==> src/rtl/load_store_unit.sv <==
// rtl/load_store_unit.sv - OTTER data-memory initiator: one request at a time, funct3 decode,
// byte-enabled memory port held stable through the read latency, valid/ready response.
module load_store_unit #(
   parameter int BUS_WIDTH    = 32,
   parameter int READ_LATENCY = 1
) (
   input  logic                 clk,
   input  logic                 rst_n,
   input  logic                 req_valid,
   output logic                 req_ready,
   input  logic                 req_we,
   input  logic [BUS_WIDTH-1:0] req_addr,
   input  logic [BUS_WIDTH-1:0] req_wdata,
   input  logic [2:0]           req_funct3,
   output logic                 rsp_valid,
   input  logic                 rsp_ready,
   output logic [BUS_WIDTH-1:0] rsp_rdata,
   output logic [1:0]           rsp_fault,
   output logic                 mem_we,
   output logic [BUS_WIDTH-1:0] mem_addr,
   output logic [BUS_WIDTH-1:0] mem_data,
   output logic [1:0]           mem_size,
   output logic                 mem_sign,
   input  logic [BUS_WIDTH-1:0] mem_out,
   input  logic                 mem_error
);

   localparam int CW = (READ_LATENCY < 2) ? 1 : $clog2(READ_LATENCY + 1);
   localparam logic [CW-1:0] LAT     = CW'(READ_LATENCY);
   localparam logic [CW-1:0] CNT_ONE = CW'(1);

   localparam logic [1:0] FAULT_OK      = 2'b00;
   localparam logic [1:0] FAULT_MEM     = 2'b01;
   localparam logic [1:0] FAULT_ILLEGAL = 2'b10;

   typedef enum logic [2:0] {
      S_IDLE,
      S_DECODE,
      S_ISSUE,
      S_WAIT,
      S_RESP
   } state_t;

   state_t state, state_next;

   logic                 we_q;
   logic [BUS_WIDTH-1:0] addr_q;
   logic [BUS_WIDTH-1:0] wdata_q;
   logic [2:0]           funct3_q;
   logic [CW-1:0]        wait_cnt;
   logic [BUS_WIDTH-1:0] rdata_q;
   logic [1:0]           fault_q;
   logic                 illegal;

   // Reserved size 11, unsigned word load (110/111) and any unsigned store have no meaning.
   assign illegal = (funct3_q[1:0] == 2'b11) || (funct3_q == 3'b110) ||
                    (we_q && funct3_q[2]);

   always_ff @(posedge clk or negedge rst_n) begin
      if (!rst_n) begin
         state <= S_IDLE;
      end else begin
         state <= state_next;
      end
   end

   always_comb begin
      state_next = state;
      case (state)
         S_IDLE:   if (req_valid) state_next = S_DECODE;
         S_DECODE: state_next = illegal ? S_RESP : S_ISSUE;
         S_ISSUE:  state_next = (mem_error || we_q) ? S_RESP : S_WAIT;
         S_WAIT:   if (wait_cnt == CNT_ONE) state_next = S_RESP;
         S_RESP:   if (rsp_ready) state_next = S_IDLE;
         default:  state_next = S_IDLE;
      endcase
   end

   // A faulting access never writes: the strobe is gated by the memory's own error flag.
   always_comb begin
      req_ready = 1'b0;
      rsp_valid = 1'b0;
      mem_we    = 1'b0;
      case (state)
         S_IDLE:  req_ready = 1'b1;
         S_ISSUE: mem_we    = we_q && !mem_error;
         S_RESP:  rsp_valid = 1'b1;
         default: ;
      endcase
   end

   always_ff @(posedge clk or negedge rst_n) begin
      if (!rst_n) begin
         we_q     <= 1'b0;
         addr_q   <= '0;
         wdata_q  <= '0;
         funct3_q <= 3'b000;
         wait_cnt <= '0;
         rdata_q  <= '0;
         fault_q  <= FAULT_OK;
      end else begin
         case (state)
            S_IDLE: begin
               if (req_valid) begin
                  we_q     <= req_we;
                  addr_q   <= req_addr;
                  wdata_q  <= req_wdata;
                  funct3_q <= req_funct3;
               end
            end
            S_DECODE: begin
               if (illegal) begin
                  fault_q <= FAULT_ILLEGAL;
                  rdata_q <= '0;
               end
            end
            S_ISSUE: begin
               if (mem_error) begin
                  fault_q <= FAULT_MEM;
                  rdata_q <= '0;
               end else if (we_q) begin
                  fault_q <= FAULT_OK;
                  rdata_q <= '0;
               end else begin
                  wait_cnt <= LAT;
               end
            end
            S_WAIT: begin
               wait_cnt <= wait_cnt - CNT_ONE;
               if (wait_cnt == CNT_ONE) begin
                  rdata_q <= mem_out;
                  fault_q <= FAULT_OK;
               end
            end
            default: ;
         endcase
      end
   end

   assign mem_addr  = addr_q;
   assign mem_data  = wdata_q;
   assign mem_size  = funct3_q[1:0];
   assign mem_sign  = funct3_q[2];
   assign rsp_rdata = rdata_q;
   assign rsp_fault = fault_q;

endmodule
==> config.mk <==
export PLATFORM = sky130hd
export DESIGN_NAME = load_store_unit
export DESIGN_NICKNAME = d
export VERILOG_FILES = /design/src/rtl/load_store_unit.sv
export SDC_FILE = /design/constraint.sdc
export NUM_CORES = 1
export LEC_CHECK = 0
export ABC_AREA = 1
export ABC_CLOCK_PERIOD_IN_PS = 1300
export CORE_MARGIN = 2
export CORE_UTILIZATION = 38
export CTS_CLUSTER_DIAMETER = 120
export CTS_CLUSTER_SIZE = 28
export DETAILED_ROUTE_END_ITERATION = 10
export GPL_TIMING_DRIVEN = 0
export PLACE_DENSITY = 0.84
export SLEW_MARGIN = 10
export SYNTH_ARGS = -nofsm -noshare
export SYNTH_HDL_FRONTEND = slang
export SYNTH_SLANG_ARGS = --single-unit
==> constraint.sdc <==
create_clock -name clk -period 1.3 [get_ports clk]
set_input_delay 0.325 -clock clk [delete_from_list [all_inputs] [get_ports clk]]
set_output_delay 0.325 -clock clk [all_outputs]
set_load 0.005 [all_outputs]
==> flow_summary.toml <==
[outcome]
status = "finished, violations left"
violations = "setup timing"

[synth]
ys.warnings.count = 0
syn_avg_cell_area_um2 = 8.35
seq_area_frac_synth_pct = 57.5
yosys.cell_types.count = 20
syn_area_mm2 = 0.00461
yosysTopAreaCell = "dfrtp_1"
postSynthCellCount = 552
syn_nets = 657
synth_top_area_share_pct = 57.5
synth_seq_cells = 106
ys.flop_type = "dfrtp_1"
synth_top_cells_by_area = "dfrtp_1 (58%), nand3_1 (15%), nand2_1 (14%), inv_1 (3.5%), nor2_1 (3.4%)"
synthArstFlopShare_pct = 100
synth_edf_count = 0

[timing]
hold_violations = 0
setup_viol = 108
min_period_over_period_pct = 126
rsz0062_at_grt = "true"
period_needed_ps = 1630
fmaxAchievable_ghz = 0.613
setup_ws_ps = -332
tns_ps = -18330
fin_worst_skew_ps = 10.1
relSlewSlack_pct = 63.9
drv_slew = 0
holdWs_ps = 343
worst_pin_slew_ps = 542

[placement]
place_congestion = 0.840
placed_area_mm2 = 0.00691
dp.cells = 908
dp_hpwl_mm = 9.91
place_ws_ps = -906
io_buffers = 208

[detailed_routing]
first_iter_violations = 273
vias_per_cell = 4.97
vias = 5162
wl_per_cell_um = 16.7
drt_pass1_iterations = 4
postRouteAntennaNets = 0
totalWireLength_mm = 17.3
drc = 0

[pwr]
p_per_area_mw_per_mm2 = 2200
ir_drop_uv = 1440
leakage_uw = 0.00458

[run]
drv_cap = 0

[global_routing]
antenna_found_initial = 0
grt_start_max_net_pins = 63
grt_usage_pct = 24.5
grt_overflow_total = 0
grt_pass1_wl_mm = 25.3
grt_pass1_vias = 5053

[clock_tree]
max-clock-path-buffers = 2
cts_made_buffers = 9
cts.sinks = 106
clk_pin_slew_worst_paths_ps = 80
cts_root_buffer = "clkbuf_16"
cts_tree = "yes"
cts_htree_levels = 3
clock_latency_ps = 350

[worst_setup_path]
critical_path.cell_chain = "buf_6 -> inv_4 -> nand3_4 -> nor3_2 -> buf_2"
crit_path_end_kind = "primary output"
required_ps = 980
endpoint = "mem_we"
r2r-start = "state[0]"
crit_start = "state[0]"
worstSetupPathType = "reg -> out"
critical_path_arrival_ps = 1310
reg2reg_depth = 10
cp_slowest_cell = "dfrtp_1"
start_kind = "flip-flop"
timing.rr.end = "mem_addr[2]"
slowest_delay_ps = 410
worstPathMaxFanout = 2
reg2reg_slack_ps = -280

[cells_and_area]
fin_area_mm2 = 0.00889
final_common_cell = "dfrtp_1"
final_nets = 991
num_antenna_cells = 0
area_delta_synth_final_pct = 92.8
fill_cells = 834
drive_gt1_share_pct = 44.7
final_cell_mix = "dfrtp_1 (105), clkdlybuf4s50_1 (101), nand2_1 (89)"
layout.cells.non_filler = 1038

[floorplan]
core_area_mm2 = 0.0119
start_util_pct = 38.7
die-area_mm2 = 0.0130
io_pins = 209
die_w_um = 114
rows = 40
die_h_um = 114

[hold_path]
hold_path_class = "in -> reg"
min_from = "mem_error"
registers in the layout (all words and copies together), names as in the netlist:
register and count:
wait_cnt 1, state 3, mem_addr 32, funct3_q 3
rsp_fault 2, we_q 1, rsp_rdata 32, mem_data 32
layer usage:
layer / wire length, um / vias to the layer above / global-route usage [%]
li1: - / 2419 / -
met1: 6430 / 2484 / 28.0
met2: 8990 / 221 / 43.0
met3: 1470 / 38 / 8.21
met4: 443 / 0 / 8.37
met5: 0 / - / 0
power breakdown:
group	internal (uW)	switching [uW]	leakage [uW]
Clock	1500	1280	0.000150
Combinational	6070	5280	0.00307
Sequential	4550	901	0.00136
Total	12100	7460	0.00458
Yosys cell counts (2+ instances only):
cell        n
o21ai_0     2
nand3_1   134
nor2_2      2
dfrtp_1   106
inv_2       2
nand2_1   170
inv_1      43
nor3_1      2
nor2_1     42
clkbuf_1    9
nand3_2     2
buf_4       9
a21oi_1     4
nor2_4      2
buf_2      18
cell type report:
cell class                      instances  area, um^2  area share [%]
Multi-Input combinational cell        366        2300            25.9
Buffer                                 33         360            4.05
Sequential cell                       106        2650            29.8
Clock buffer                            9         225            2.53
Tap cell                              147         184            2.07
Timing Repair Buffer                  325        2920            32.8
Inverter                               45         179            2.01
Clock inverter                          7        67.6           0.760
worst min path at each step:
stage                         end  cells after the start
floorplan             funct3_q[0]                      0
global placement     mem_data[24]                      2
detailed placement  rsp_rdata[28]                      1
CTS                 rsp_rdata[28]                      2
global route         rsp_fault[0]                      3
finish               rsp_fault[0]                      3
timing repair:
item	in CTS	in global routing
hold buffers	1	0
endpoints found under the hold margin	44	0
pin swaps	21	63
buffers inserted	70	37
cloned	10	5
resized for setup	370	223
setup endpoints to repair	207	163
cell families after synthesis:
logic type             share of synthesized area, %
AO/OA/AOI/OAI                                  1.17
buffers and inverters                          7.81
AND/OR/NAND/NOR                                33.5
flip-flops                                     57.5
critical path, delay by kind of cell (launching register included):
family                 cells  cell delay [ps]
DFF                        1              410
and+or+nand+nor            2              190
buffers and inverters      3              350
metrics by stage:
stage / utilization [%] / total power, uW
global route: 74.6 / 20800
CTS: 70.2 / 18000
finish: 74.6 / 19600
detailed placement: 58.0 / 12100
floorplan: - / 8230
global placement: 57.7 / 11900
(Power assumes the default switching activity.)
